File: src/rtl/step_button_conditioner.sv
// Board-input conditioner for the single-step processor: synchronises and debounces the
// step button, display-select button and top-half switch, then derives the step clock/pulse/count.
module step_button_conditioner #(
  parameter int unsigned DB_CYCLES   = 1_000_000,
  parameter int unsigned HOLD_CYCLES = 500_000
) (
  input  logic       clk,
  input  logic       reset,
  input  logic       PushButton,
  input  logic       DisplayTogBtn,
  input  logic       TopHalfSw,
  output logic       step_clk,
  output logic       step_pulse,
  output logic [7:0] step_count,
  output logic       DisplayTog,
  output logic       TopHalf
);

  localparam logic [23:0] DbLast   = 24'(DB_CYCLES - 1);
  localparam logic [23:0] HoldLast = 24'(HOLD_CYCLES - 1);

  // Bit 0: step button, bit 1: display button, bit 2: top-half switch.
  logic [2:0] rawIn;
  logic [2:0] stableVec;

  assign rawIn = {TopHalfSw, DisplayTogBtn, PushButton};

  genvar gi;
  generate
    for (gi = 0; gi < 3; gi++) begin : gDebounce
      logic        syncA;
      logic        syncB;
      logic        stableBit;
      logic [23:0] dbCnt;

      always_ff @(posedge clk or negedge reset) begin
        if (!reset) begin
          syncA     <= 1'b0;
          syncB     <= 1'b0;
          stableBit <= 1'b0;
          dbCnt     <= '0;
        end else begin
          syncA <= rawIn[gi];
          syncB <= syncA;
          // Any sample agreeing with the stable value restarts the count.
          if (syncB != stableBit) begin
            if (dbCnt == DbLast) begin
              stableBit <= ~stableBit;
              dbCnt     <= '0;
            end else begin
              dbCnt <= dbCnt + 24'd1;
            end
          end else begin
            dbCnt <= '0;
          end
        end
      end

      assign stableVec[gi] = stableBit;
    end
  endgenerate

  logic sb;
  logic dispPrev;

  assign sb      = stableVec[0];
  assign TopHalf = stableVec[2];

  always_ff @(posedge clk or negedge reset) begin
    if (!reset) begin
      dispPrev   <= 1'b0;
      DisplayTog <= 1'b0;
    end else begin
      dispPrev <= stableVec[1];
      if (stableVec[1] && !dispPrev) begin
        DisplayTog <= ~DisplayTog;
      end
    end
  end

  typedef enum logic [1:0] {
    IDLE     = 2'd0,
    HIGH     = 2'd1,
    WAIT_REL = 2'd2
  } stepState_t;

  stepState_t  stateReg;
  stepState_t  stateNext;
  logic [23:0] holdCnt;
  logic [23:0] holdNext;
  logic [7:0]  countNext;
  logic        pulseNext;
  logic        clkNext;

  always_comb begin
    stateNext = stateReg;
    holdNext  = holdCnt;
    countNext = step_count;
    pulseNext = 1'b0;
    case (stateReg)
      IDLE: begin
        if (sb) begin
          stateNext = HIGH;
          holdNext  = '0;
          pulseNext = 1'b1;
          countNext = step_count + 8'd1;
        end
      end
      HIGH: begin
        if (holdCnt == HoldLast) begin
          stateNext = WAIT_REL;
        end else begin
          holdNext = holdCnt + 24'd1;
        end
      end
      WAIT_REL: begin
        // Holding the button forever yields one step; it must be released first.
        if (!sb) begin
          stateNext = IDLE;
        end
      end
      default: begin
        stateNext = IDLE;
      end
    endcase
    clkNext = (stateNext == HIGH);
  end

  always_ff @(posedge clk or negedge reset) begin
    if (!reset) begin
      stateReg   <= IDLE;
      holdCnt    <= '0;
      step_count <= '0;
      step_pulse <= 1'b0;
      step_clk   <= 1'b0;
    end else begin
      stateReg   <= stateNext;
      holdCnt    <= holdNext;
      step_count <= countNext;
      step_pulse <= pulseNext;
      step_clk   <= clkNext;
    end
  end

endmodule

File: config.mk
export PLATFORM = sky130hd
export DESIGN_NAME = step_button_conditioner
export DESIGN_NICKNAME = d
export VERILOG_FILES = /design/src/rtl/step_button_conditioner.sv
export SDC_FILE = /design/constraint.sdc
export NUM_CORES = 1
export LEC_CHECK = 0
export CAP_MARGIN = 15
export CORE_ASPECT_RATIO = 0.75
export CORE_MARGIN = 10
export CORE_UTILIZATION = 40
export CTS_BUF_LIST = sky130_fd_sc_hd__clkbuf_16
export DETAILED_ROUTE_END_ITERATION = 10
export SLEW_MARGIN = 10
export SYNTH_ARGS = -nofsm -noshare
export SYNTH_HDL_FRONTEND = slang
export SYNTH_SLANG_ARGS = --single-unit
File: constraint.sdc
create_clock -name clk -period 5.7 [get_ports clk]
set_input_delay 0.57 -clock clk [delete_from_list [all_inputs] [get_ports clk]]
set_output_delay 0.57 -clock clk [all_outputs]
set_load 0.02 [all_outputs]
==> impl_metrics.csv <==
group,metric,value,unit
pwr,peakVddDrop,220,µV
clock_network,ctsHtreeMaxLevel,4,
detailed_routing,highest_layer,"met4",
clock_network,hold_buffers,0,
clock_network,clk_pin_slew,0.05,ns
synthesis,synth_top_area_cell,"dfrtp_1",
global_route,grt_pass1_vias,4356,
global_route,track_usage,0.128,
timing,finalCritPeriodShare,0.395,
timing,worst_hold_slack,0.199,ns
final_layout,drive_gt1_frac,0.0640,
detailed_routing,vias,4558,
synthesis,synth.most_common_cell,"dfrtp_1",
synthesis,avgSynthCellArea,9.89,µm²
worst_setup_path,reg2reg_depth,5,
clock_network,cts_setup_buffers,0,
pwr,p_leak,0.00274,µW
detailed_routing,post_drt_wl_per_cell,14.9,µm
synthesis,synthTopCellsByArea,"dfrtp_1 (50%), nand4_1 (4.2%), xor2_1 (4.0%)",
detailed_routing,wl_met2,5540,µm
synthesis,ys_ff_latch,119,
timing,finalCriticalPeriod,2.25,ns
worst_setup_path,cp-end-kind,"register",
synthesis,synth_seq_area_share,0.503,
synthesis,synth_area,5920,µm²
placement,dp_cells,795,
placement,dp_hpwl,8280,µm
synthesis,netlist_instances,599,
timing,fmax,0.444,GHz
final_layout,insertedDiodeCount,0,
synthesis,synthArstFlopShare,1.00,
synthesis,ys_types,49,
flow_run,drv_cap,0,
timing,finalSetupViolCount,0,
synthesis,synth_nets,609,
final_layout,fin_cells,825,
final_layout,area_delta_synth_final,15.3,%
clock_network,insertion_delay,0.41,ns
pwr,p_sw,406,µW
clock_network,cts_made_buffers,17,
pwr,power_density,284,nW/µm²
die,start_util,0.408,
timing,finalHoldViolCount,0,
detailed_routing,routed_wl,12300,µm
placement,place_congestion,0.840,
synthesis,synthTopCellsByCount,"dfrtp_1 (119), nor2_1 (53), a21oi_1 (41)",
pwr,swShare,0.209,
pwr,p_int,1530,µW
worst_setup_path,path_class,"reg -> reg",
synthesis,yosys_warnings,0,
pwr,power_frac_comb,0.021,
global_route,grt_start_max_net_pins,67,
clock_network,cts_tree,"yes",
pwr,clkPwrFrac,0.535,
worst_setup_path,cp-start-kind,"register",
worst_setup_path,worstPathArrival,2.54,ns
detailed_routing,drt_iter0_drc,329,
die,die_w,161,µm
detailed_routing,routed_via_density,5.52,
timing,relSlewSlack,0.420,
detailed_routing,dr_wl_met3,497,µm
min_path,hold_path_class,"in -> async",
global_route,grt_pass1_wl,21800,µm
pwr,seq_power_share,0.444,
timing,final.setup.tns,0,ns
timing,fin_skew,0.00724,ns
global_route,antenna_found_initial,0,
timing,rsz0062_at_grt,"false",
clock_network,ctsLongestPathBuffers,2,
status,status,"finished clean",
global_route,grt-ovfl-total,0,
die,num_io_pins,17,
worst_setup_path,cp.required,5.99,ns
die,core,14500,µm²
clock_network,root_buffer,"clkbuf_16",
detailed_routing,drc_errors,0,
detailed_routing,ant_nets,0,
final_layout,fillers,1355,
detailed_routing,drt_pass1_iterations,7,
final_layout,layout.nets,624,
timing,slew_viol_final,0,
synthesis,ys.flop_type,"dfrtp_1",
clock_network,postCtsResizedCells,0,
synthesis,synth_edf_count,0,
placement,port_buffers,16,
die,die_h,125,µm
die,dieArea,20100,µm²
timing,tightest_slew,0.864,ns
synthesis,synth_top_cell_area_share,0.503,
die,rows,38,
clock_network,clock_sinks,119,
detailed_routing,m1WireLength,6180,µm
worst_setup_path,critical_path.max_fanout,13,
layer usage:
layer | vias up | GRT usage
met5 | - | 0
met1 | 2230 | 0.179
met2 | 80 | 0.191
met3 | 9 | 0.0377
met4 | 0 | 0.0313
li1 | 2239 | -
critical path, stage by stage (launching register included):
cell,delay (ns)
dfrtp_1,0.43
and4_1,0.44
nand3_1,0.16
o21ai_1,0.71
buf_4,0.32
nor2_1,0.07
kinds of logic (layout without fill, tap and decap cells):
logic type                 after synthesis  count (layout)  synth area share
and+or+nand+nor                        279             279             0.269
DFF                                    119             119             0.503
AOI/OAI and AO/OA                       89              89            0.0900
xor gates and xnor gates                53              53            0.0784
buffers and inverters                   41              67            0.0268
muxes                                   13              13            0.0226
adders and majority gates                5               5            0.0106
state kept, by name, indices dropped and copies added (netlist names):
| signal | count |
|---|---|
| gDebounce.dbCnt | 72 |
| holdCnt | 24 |
| step_count | 8 |
| gDebounce.syncA | 3 |
| gDebounce.syncB | 3 |
| gDebounce.stableBit | 2 |
| stateReg | 2 |
| DisplayTog | 1 |
| TopHalf | 1 |
| dispPrev | 1 |
| step_clk | 1 |
| step_pulse | 1 |
cell type report:
type	count	area [µm²]	share of cell area
Clock buffer	17	425	0.0623
Clock inverter	13	140	0.0205
Inverter	17	63.8	0.00934
Multi-Input combinational cell	439	2790	0.408
Sequential cell	119	2980	0.436
Tap cell	200	250	0.0366
Timing Repair Buffer	20	188	0.0275
worst paths after layout:
path	from	to	slack (ns)
worst max-delay path	gDebounce[2].dbCnt[2]	gDebounce[2].dbCnt[4]	3.45
worst min-delay path	reset	gDebounce[1].dbCnt[21]	0.20
worst max register to register	gDebounce[2].dbCnt[2]	gDebounce[2].dbCnt[4]	3.45
worst min register to register	gDebounce[2].syncA	gDebounce[2].syncB	0.35
max in group asynchronous	reset	gDebounce[2].dbCnt[0]	4.22
min in group clk	gDebounce[2].syncA	gDebounce[2].syncB	0.35
cells in the final DEF, fill, tap and decap left out, types with 13 or more instances in the layout:
| cell | synthesis | final |
|---|---|---|
| dfrtp_1 | 119 | 119 |
| nor2_1 | 53 | 53 |
| a21oi_1 | 41 | 41 |
| nand4_1 | 40 | 40 |
| nand2_1 | 39 | 39 |
| nand3_1 | 34 | 34 |
| xor2_1 | 27 | 27 |
| xnor2_1 | 26 | 26 |
| or4_1 | 23 | 23 |
| o31ai_1 | 22 | 22 |
| inv_1 | 16 | 17 |
| clkbuf_16 | 0 | 17 |
| and4_1 | 15 | 15 |
| clkdlybuf4s50_1 | 0 | 15 |
| o21ai_0 | 13 | 13 |
per-stage QoR:
stage	worst slack, ns	total power, µW	cell area, µm²	utilization
floorplan	3.76	891	5920	-
finish	3.45	1940	6830	0.471
global placement	3.54	918	6270	0.432
detailed placement	3.43	919	6270	0.432
global route	3.23	2020	6830	0.471
CTS	3.42	1970	6830	0.471
power groups by stage:
stage	Combinational (µW)	Clock, µW	Sequential, µW
3_5_place_dp	43.3	0	876
6_report	41.2	1040	861
4_1_cts	43.5	1060	861
3_3_place_gp	42.5	0	875
2_1_floorplan	17.3	0	874
5_1_grt	49.2	1110	862
Note: power is estimated with default switching activity, not from simulation.
